<file path="src/rtl/pipe_pkg.sv">
// Shared types for elastic pipeline stages: occupancy states and ID/EXE control layout.
// The NOP control word is built from the field layout so it tracks any re-packing.
package pipe_pkg;

  typedef enum logic [1:0] {
    OCC_EMPTY = 2'd0,
    OCC_ONE   = 2'd1,
    OCC_TWO   = 2'd2
  } occ_state_e;

  localparam int CTRL_W_IDEX    = 10;
  localparam int EXE_CMD_LSB    = 0;
  localparam int EXE_CMD_W      = 4;
  localparam int BR_LSB         = 4;
  localparam int BR_W           = 3;
  localparam int MEM_WRITE_BIT  = 7;
  localparam int MEM_READ_BIT   = 8;
  localparam int WB_EN_BIT      = 9;

  function automatic logic [CTRL_W_IDEX-1:0] ctrl_pack(
    input logic                 wb_en,
    input logic                 mem_read,
    input logic                 mem_write,
    input logic [BR_W-1:0]      br,
    input logic [EXE_CMD_W-1:0] exe_cmd
  );
    logic [CTRL_W_IDEX-1:0] c;
    c                              = '0;
    c[WB_EN_BIT]                   = wb_en;
    c[MEM_READ_BIT]                = mem_read;
    c[MEM_WRITE_BIT]               = mem_write;
    c[BR_LSB +: BR_W]              = br;
    c[EXE_CMD_LSB +: EXE_CMD_W]    = exe_cmd;
    return c;
  endfunction

  // No write-back, no memory access, no branch: safe to inject as a bubble.
  localparam logic [CTRL_W_IDEX-1:0] CTRL_NOP =
    ctrl_pack(1'b0, 1'b0, 1'b0, {BR_W{1'b0}}, {EXE_CMD_W{1'b0}});

endpackage

</file>
<file path="src/rtl/pipe_slot.sv">
// One storage slot of the elastic stage: load-enabled register with synchronous clear.
// Latency: 1 cycle from ld to q. Backpressure: none, the owner decides when to load.
// Clear wins over load; reset returns the slot to zero.
module pipe_slot #(
  parameter int W = 8
) (
  input  logic         clk,
  input  logic         rst,
  input  logic         clr,
  input  logic         ld,
  input  logic [W-1:0] d,
  output logic [W-1:0] q
);

  logic [W-1:0] q_q;
  logic [W-1:0] q_d;

  always_comb begin
    q_d = q_q;
    if (clr) begin
      q_d = '0;
    end else if (ld) begin
      q_d = d;
    end
  end

  always_ff @(posedge clk) begin
    if (rst) begin
      q_q <= '0;
    end else begin
      q_q <= q_d;
    end
  end

  assign q = q_q;

endmodule

</file>
<file path="src/rtl/pipe_stage_elastic.sv">
// Elastic inter-stage register with 2-entry skid buffer, flush/bubble insertion and stall counter.
// Latency: 1 cycle accept-to-out_valid when empty; 1 entry/cycle sustained.
// Backpressure: in_ready decodes registered state only (low when both slots are full).
module pipe_stage_elastic
  import pipe_pkg::*;
#(
  parameter int                CTRL_W      = 10,
  parameter int                DATA_W      = 133,
  parameter logic [CTRL_W-1:0] CTRL_BUBBLE = CTRL_W'(CTRL_NOP),
  parameter bit                CLEAR_DATA  = 1'b0,
  parameter int                STALL_CNT_W = 16
) (
  input  logic                   clk,
  input  logic                   rst,
  input  logic                   flush,
  input  logic                   in_valid,
  output logic                   in_ready,
  input  logic [CTRL_W-1:0]      in_ctrl,
  input  logic [DATA_W-1:0]      in_data,
  output logic                   out_valid,
  input  logic                   out_ready,
  output logic [CTRL_W-1:0]      out_ctrl,
  output logic [DATA_W-1:0]      out_data,
  output logic [1:0]             occupancy,
  output logic [STALL_CNT_W-1:0] stall_cnt,
  input  logic                   stall_clr
);

  localparam int                     SLOT_W    = CTRL_W + DATA_W;
  localparam logic [STALL_CNT_W-1:0] STALL_MAX = '1;

  occ_state_e             state_q, state_d;
  logic [STALL_CNT_W-1:0] stall_cnt_q, stall_cnt_d;

  logic              accept, emit;
  logic              head_ld, head_clr, head_from_skid;
  logic              skid_ld, skid_clr;
  logic [SLOT_W-1:0] head_q, skid_q, head_in;

  assign in_ready  = (state_q != OCC_TWO);
  assign out_valid = (state_q != OCC_EMPTY);
  assign accept    = in_valid & in_ready;
  assign emit      = out_valid & out_ready;

  always_comb begin
    state_d        = state_q;
    head_ld        = 1'b0;
    head_clr       = 1'b0;
    head_from_skid = 1'b0;
    skid_ld        = 1'b0;
    skid_clr       = 1'b0;
    if (flush) begin
      // Same-cycle input is dropped; an emit this cycle has already been seen downstream.
      state_d  = OCC_EMPTY;
      head_clr = CLEAR_DATA;
      skid_clr = CLEAR_DATA;
    end else begin
      unique case (state_q)
        OCC_EMPTY: begin
          if (accept) begin
            head_ld = 1'b1;
            state_d = OCC_ONE;
          end
        end
        OCC_ONE: begin
          if (accept && emit) begin
            head_ld = 1'b1;
          end else if (accept) begin
            skid_ld = 1'b1;
            state_d = OCC_TWO;
          end else if (emit) begin
            head_clr = CLEAR_DATA;
            state_d  = OCC_EMPTY;
          end
        end
        OCC_TWO: begin
          if (emit) begin
            head_ld        = 1'b1;
            head_from_skid = 1'b1;
            state_d        = OCC_ONE;
          end
        end
        default: state_d = OCC_EMPTY;
      endcase
    end
  end

  assign head_in = head_from_skid ? skid_q : {in_ctrl, in_data};

  pipe_slot #(.W(SLOT_W)) u_head (
    .clk (clk),
    .rst (rst),
    .clr (head_clr),
    .ld  (head_ld),
    .d   (head_in),
    .q   (head_q)
  );

  pipe_slot #(.W(SLOT_W)) u_skid (
    .clk (clk),
    .rst (rst),
    .clr (skid_clr),
    .ld  (skid_ld),
    .d   ({in_ctrl, in_data}),
    .q   (skid_q)
  );

  always_comb begin
    stall_cnt_d = stall_cnt_q;
    if (stall_clr) begin
      stall_cnt_d = '0;
    end else if (out_valid && !out_ready && (stall_cnt_q != STALL_MAX)) begin
      stall_cnt_d = stall_cnt_q + 1'b1;
    end
  end

  always_ff @(posedge clk) begin
    if (rst) begin
      state_q     <= OCC_EMPTY;
      stall_cnt_q <= '0;
    end else begin
      state_q     <= state_d;
      stall_cnt_q <= stall_cnt_d;
    end
  end

  assign out_ctrl  = out_valid ? head_q[SLOT_W-1 -: CTRL_W] : CTRL_BUBBLE;
  assign out_data  = head_q[DATA_W-1:0];
  assign occupancy = state_q;
  assign stall_cnt = stall_cnt_q;

endmodule

</file>
<file path="config.mk">
export PLATFORM = sky130hd
export DESIGN_NAME = pipe_stage_elastic
export DESIGN_NICKNAME = d
export VERILOG_FILES = /design/src/rtl/pipe_pkg.sv /design/src/rtl/pipe_slot.sv /design/src/rtl/pipe_stage_elastic.sv
export SDC_FILE = /design/constraint.sdc
export NUM_CORES = 1
export LEC_CHECK = 0
export CELL_PAD_IN_SITES_DETAIL_PLACEMENT = 2
export CELL_PAD_IN_SITES_GLOBAL_PLACEMENT = 2
export CORE_MARGIN = 4
export CORE_UTILIZATION = 25
export DETAILED_ROUTE_END_ITERATION = 6
export PLACE_DENSITY = 0.81
export SLEW_MARGIN = 20
export SYNTH_ARGS = -nofsm -noshare
export SYNTH_HDL_FRONTEND = slang
export SYNTH_SLANG_ARGS = --single-unit
</file>
<file path="constraint.sdc">
create_clock -name clk -period 1.9 [get_ports clk]
set_input_delay 0.38 -clock clk [delete_from_list [all_inputs] [get_ports clk]]
set_output_delay 0.38 -clock clk [all_outputs]
set_load 0.05 [all_outputs]
</file>
== After elaboration in Yosys (flattened, before gate mapping) ==
Index checks and enable logic that the tools add are counted.

* $add $sub $neg: 1
* Equality and inequality tests: 8
* Mux-type cells: 18
* Bitwise operators: 2
* Reductions and logical operators: 9

{| class="wikitable"
|+ Operators with widths
! cell !! number
|-
| 2-to-1 mux 143 bit || 1
|-
| adder 16 x 1 -> 16 bit (second input constant) || 1
|-
| != test 16 bit (second input constant) || 1
|-
| 2-to-1 mux 10 bit || 1
|-
| 2-to-1 mux 2 bit || 5
|-
| 2-to-1 mux 1 bit || 9
|-
| != test 2 bit (second input constant) || 4
|-
| one-hot mux 2 bit (3 select lines) || 1
|-
| AND reduction 4 bit || 1
|-
| OR reduction 2 bit || 2
|-
| logical AND 1 bit || 3
|-
| != test 3 bit (second input constant) || 1
|-
| one-hot mux 1 bit (3 select lines) || 1
|-
| bitwise AND 1 bit || 2
|-
| == test 2 x 1 -> 1 bit (second input constant) || 1
|-
| == test 2 bit (second input constant) || 1
|-
| logical NOT 2 bit || 1
|-
| nonzero test 2 bit || 1
|-
| logical NOT 1 bit || 1
|}

* Register bits: 304

== Depth between registers and ports, before layout ==
* Word-level depth: 6
* Depth in mapped cells: 8

== Modules after synthesis ==
From an unflattened synthesis, not the netlist that was laid out.

* Cell total of the unflattened synthesis: 1211
* Area total of the unflattened synthesis: 12931.2 um^2

{| class="wikitable"
|+ Modules (own cells, without submodules)
! module !! instances !! cells an instance !! area an instance (um^2) !! sequential area each (um^2)
|-
| pipe_slot || 2 || 462 || 5094.9 || 2862.7
|-
| pipe_stage_elastic || 1 || 287 || 2741.4 || 360.3
|}

== Worst setup path after synthesis ==
Ideal clock, no wire load.

* Path type: register -> output
* From: register state_q[1] (netlist: occupancy[1])
* To: output port out_ctrl[0]
* Data arrival time: 1.871 ns
* Data required time: 1.520 ns
* Slack: -0.351 ns
* Stages on the path, launching flop included: 5
* Path buffers: 2
* Cells stage by stage: dfxtp_1 buf_2 nor2_1 clkbuf_1 nor2b_1

* Cells in the longest elaborated chain, start to end: 2

{| class="wikitable"
|+ RTL lines
! what !! line !! text
|-
| start: declaration || pipe_stage_elastic.sv:32 || <nowiki>occ_state_e state_q, state_d;</nowiki>
|-
| start signal: assignment || pipe_stage_elastic.sv:122 || <nowiki>state_q <= state_d;</nowiki>
|-
| nonzero test 2 bit || pipe_stage_elastic.sv:41 || <nowiki>assign out_valid = (state_q != OCC_EMPTY);</nowiki>
|-
| 2-to-1 mux 10 bit || pipe_stage_elastic.sv:127 || <nowiki>assign out_ctrl = out_valid ? head_q[SLOT_W-1 -: CTRL_W] : CTRL_BUBBLE;</nowiki>
|-
| end: declaration || pipe_stage_elastic.sv:22 || <nowiki>output logic [CTRL_W-1:0] out_ctrl,</nowiki>
|}

Every way passes these cells.

== Worst setup path in the final report ==
* From: register state_q[0] (netlist: occupancy[0])
* To: output port out_ctrl[5]

The elaborated chain is that of the path after synthesis.

==> summary.md <==
| Metric | Value |
|---|---|
| Status | complete, but fails checks |
| Failing checks | setup timing |
| Data required time of the critical path | 1520 ps |
| Setup TNS | -74.0 ps |
| Post-synth ARST share | 0% |
| Tot Pwr | roughly 17000 µW |
| Worst R2R Setup Slack | roughly 20 ps |
| Post-Route WL | ~53000 µm |
| Num Clock Sinks | about 300 |
| Worst-path clk slew | around 60 ps |
| Post-Synthesis Cells | 1556 |
| DRC | 0 |
| Post-Syn Area | about 14000 µm² |
| Port Buf Inserts | 311 |
| Main combinational cell family by area after synthesis | compound AO/OA/AOI/OAI gates |
| H-tree levels | 2 |
| Placed insts | 2411 |
| Post-synthesis mux area share | about a tenth |
| Die width | approximately 240 µm |
| Lkg Pwr | ~0.0066 µW |
| Largest net degree at the start of global routing | 65 |
| WP data arrival | between 1500 and 2000 ps |
| Post-synthesis xor/xnor area fraction | 0% |
| Fraction of layout cells with a size suffix above 1 | around 19% |
| Placer Congestion | ~0.77 |
| Worst hold path class | in2reg |
| CTS tree | done |
| Worst-Margin Slew | around 550 ps |
| Most frequent cells in the layout | dfxtp_1 (292), nand2_1 (291), a21oi_1 (289) |
| Global router's overall resource usage | about 17% |
| Hold endpoint | u_skid.q[132]$_SDFFE_PP0P_ |
| Final Hold Fails | 0 |
| Post-synth top area cell | dfxtp_1 |
| Grt ovf | 0 |
| Pwr/cell area | 886 nW/µm² |
| Peak VDD IR | around 0.0005 V |
| # rows | 85 |
| Hold Path Stages | 3 |
| Synth Flop Type | dfxtp_1 |
| DRT Pass-1 Iters | 4 |
| RR Endpoint | u_skid.q[101]$_SDFFE_PP0P_ |
| Ys Warns | 0 |
| Clk Latency, worst-skew pair | ~540 ps |
| Post-synthesis adder-cell area fraction | less than 1% |
| Worst setup EP type | primary output |
| Syn_nets | between 1500 and 2000 |
| Via count | approximately 12000 |
| Cell variety after synth | between 40 and 50 |
| Die Area | between 50000 and 60000 µm² |
| Initial core utilization | around 25% |
| Hpwl dp | ~36000 µm |
| CTS root buffer | clkbuf_16 |
| Final critical-path share of the clock period | 101% |
| CP Max Fanout | 5 |
| Synth Area in Compound Gates | 21.3% |
| Setup-failing EPs final | 7 |
| Slew Viols, Final | 0 |
| Synthesized flop and latch total | slightly above 300 |
| Final std cells w/o fill | 2490 |
| Max_cap viols | 0 |
| Via/cell ratio | roughly 5.0 |
| Area Overhead vs Synth | 38.7% |
| Vias in the first global route | 13800 |
| Nets | 1917 |
| Final worst setup slack | -17.2 ps |
| CTS buffer count | 38 |
| Commonest non-fill, non-tap cell in the layout | dfxtp_1 |
| Worst R2R Path Depth | 9 |
| Mean area per synthesized cell | 8.78 µm² |
| Worst r2r src | occupancy[1]$_SDFFE_PP0P_ |
| Worst hold path startpoint | rst |
| Core region area | about 54000 µm² |
| Worst slack, placed | -444 ps |
| First-pass GRT wire length | about 80000 µm |
| RSZ-0062 raised after global routing | yes |
| Final Critical Period | roughly 1900 ps |
| Slew HR | 63.3% |
| Detail Route Antenna Nets | 0 |
| Synth top area cells | dfxtp_1 (45%), a21oi_1 (11%), mux2i_1 (11%), a311oi_1 (9.2%), nand2_1 (8.0%) |
| Fmax | about 520 MHz |
| I/O pins | between 300 and 400 |
| Worst setup SP type | flip-flop |
| Post-synthesis sequential area ratio | roughly 45% |
| Initial detailed-routing violation count | about 500 |
| Die Ht | about 240 µm |
| Initial antenna violation count | 3 |
| DR WL/cell | around 21 µm |
| Clk buf depth | 3 |
| Post-synth top area share | 44.6% |
| Number of synthesized flops with an enable pin | 0 |
| Simple-Gate Fraction of Synth Area | between 10% and 20% |
| Crit Path Class | reg2out |
| Clk_skew | 15.7 ps |
-- worst max-delay path, stage by stage (launching register included) --
cell     delay, ps
dfxtp_4        370
nor2_4         220
buf_6          200
nor2b_4         60
buf_12         140
-- power by group --
group          switching [µW]  internal [µW]  total, µW  leakage (µW)
clock network            2880           4430       7320      0.000605
logic                    1670           1000       2680       0.00353
registers                 170           6620       6790       0.00248
-- per-layer routing --
metal  vias to the layer above  routed length, µm  part of all wire [%]  global-route usage (%)
li1                       5865                  -                     -                       -
met5                         -                  0                     0                       0
met4                         0               1440                   2.7                    5.38
met1                      6247              22000                    42                    19.6
met3                        76               1740                   3.3                    2.68
met2                       233              27800                    52                    31.6
-- cells by family (layout without fill, tap and decap cells) --
group           after synthesis  after routing
compound gates              465            465
fa+ha+maj                     1              1
buf+inv                     283            517
flops                       304            304
mux                         145            145
other cells                   0              4
simple gates                358            358
-- cells in the mapped netlist (2+ instances only) --
| master | count |
|---|---|
| a21oi_1 | 299 |
| buf_6 | 8 |
| inv_1 | 4 |
| nand2_1 | 291 |
| a311oi_1 | 143 |
| buf_1 | 8 |
| and3_1 | 3 |
| buf_4 | 138 |
| nor4_1 | 2 |
| or3_1 | 5 |
| dfxtp_1 | 304 |
| nand3b_1 | 2 |
| o31ai_1 | 4 |
| a31oi_1 | 3 |
| nor2_1 | 6 |
| mux2i_1 | 144 |
| nor3b_1 | 2 |
| o21ai_0 | 7 |
| buf_2 | 14 |
| nand2b_1 | 2 |
| nor2b_1 | 13 |
| a211oi_1 | 3 |
| or4_1 | 4 |
| clkbuf_1 | 109 |
| nand4_1 | 5 |
| nand3_1 | 6 |
| nor3_1 | 7 |
-- timing repair --
action	in CTS	in global routing
setup endpoints to repair	86	154
gates resized for setup	81	31
endpoints found under the hold margin	0	0
gates cloned	0	5
pin swaps	1	7
hold buffers	0	0
buffers inserted	6	2
-- sequential cells by signal (all words and copies together), names as in the netlist --
register / cells
u_head.q: 143
u_skid.q: 143
stall_cnt: 16
occupancy: 2
-- per-stage QoR --
stage / hold WS, ps / util (%) / instance area [µm²]
after detailed placement: 451 / 32.2 / 17400
final: 353 / 35.1 / 18900
after CTS: 301 / 34.5 / 18600
after global routing: 328 / 35.1 / 18900
after floorplan: 436 / - / 13800
after global placement: 440 / 32.2 / 17400
-- final cells by class --
cell class / instances / area [µm²]
Sequential cell: 304 / 6110
Timing Repair Buffer: 449 / 4540
Antenna cell: 4 / 10.0
Inverter: 5 / 26.3
Fill cell: 5880 / 35000
Tap cell: 696 / 871
Multi-Input combinational cell: 969 / 6140
Clock buffer: 60 / 1200
Clock inverter: 3 / 42.5
-- worst max-delay path by stage --
| stage | slack (ps) | cells past startpoint | endpoint | startpoint |
|---|---|---|---|---|
| global route | -90 | 4 | out_ctrl[0] | occupancy[0]$_SDFFE_PP0P_ |
| global placement | -290 | 6 | u_head.q[109]$_SDFFE_PP0P_ | out_ready |
| finish | -20 | 4 | out_ctrl[5] | occupancy[0]$_SDFFE_PP0P_ |
| CTS | -70 | 4 | out_ctrl[5] | occupancy[0]$_SDFFE_PP0P_ |
| floorplan | 4 | 8 | u_head.q[33]$_SDFFE_PP0P_ | occupancy[0]$_SDFFE_PP0P_ |
| detailed placement | -440 | 6 | u_head.q[71]$_SDFFE_PP0P_ | out_ready |
(Power assumes the default switching activity.)
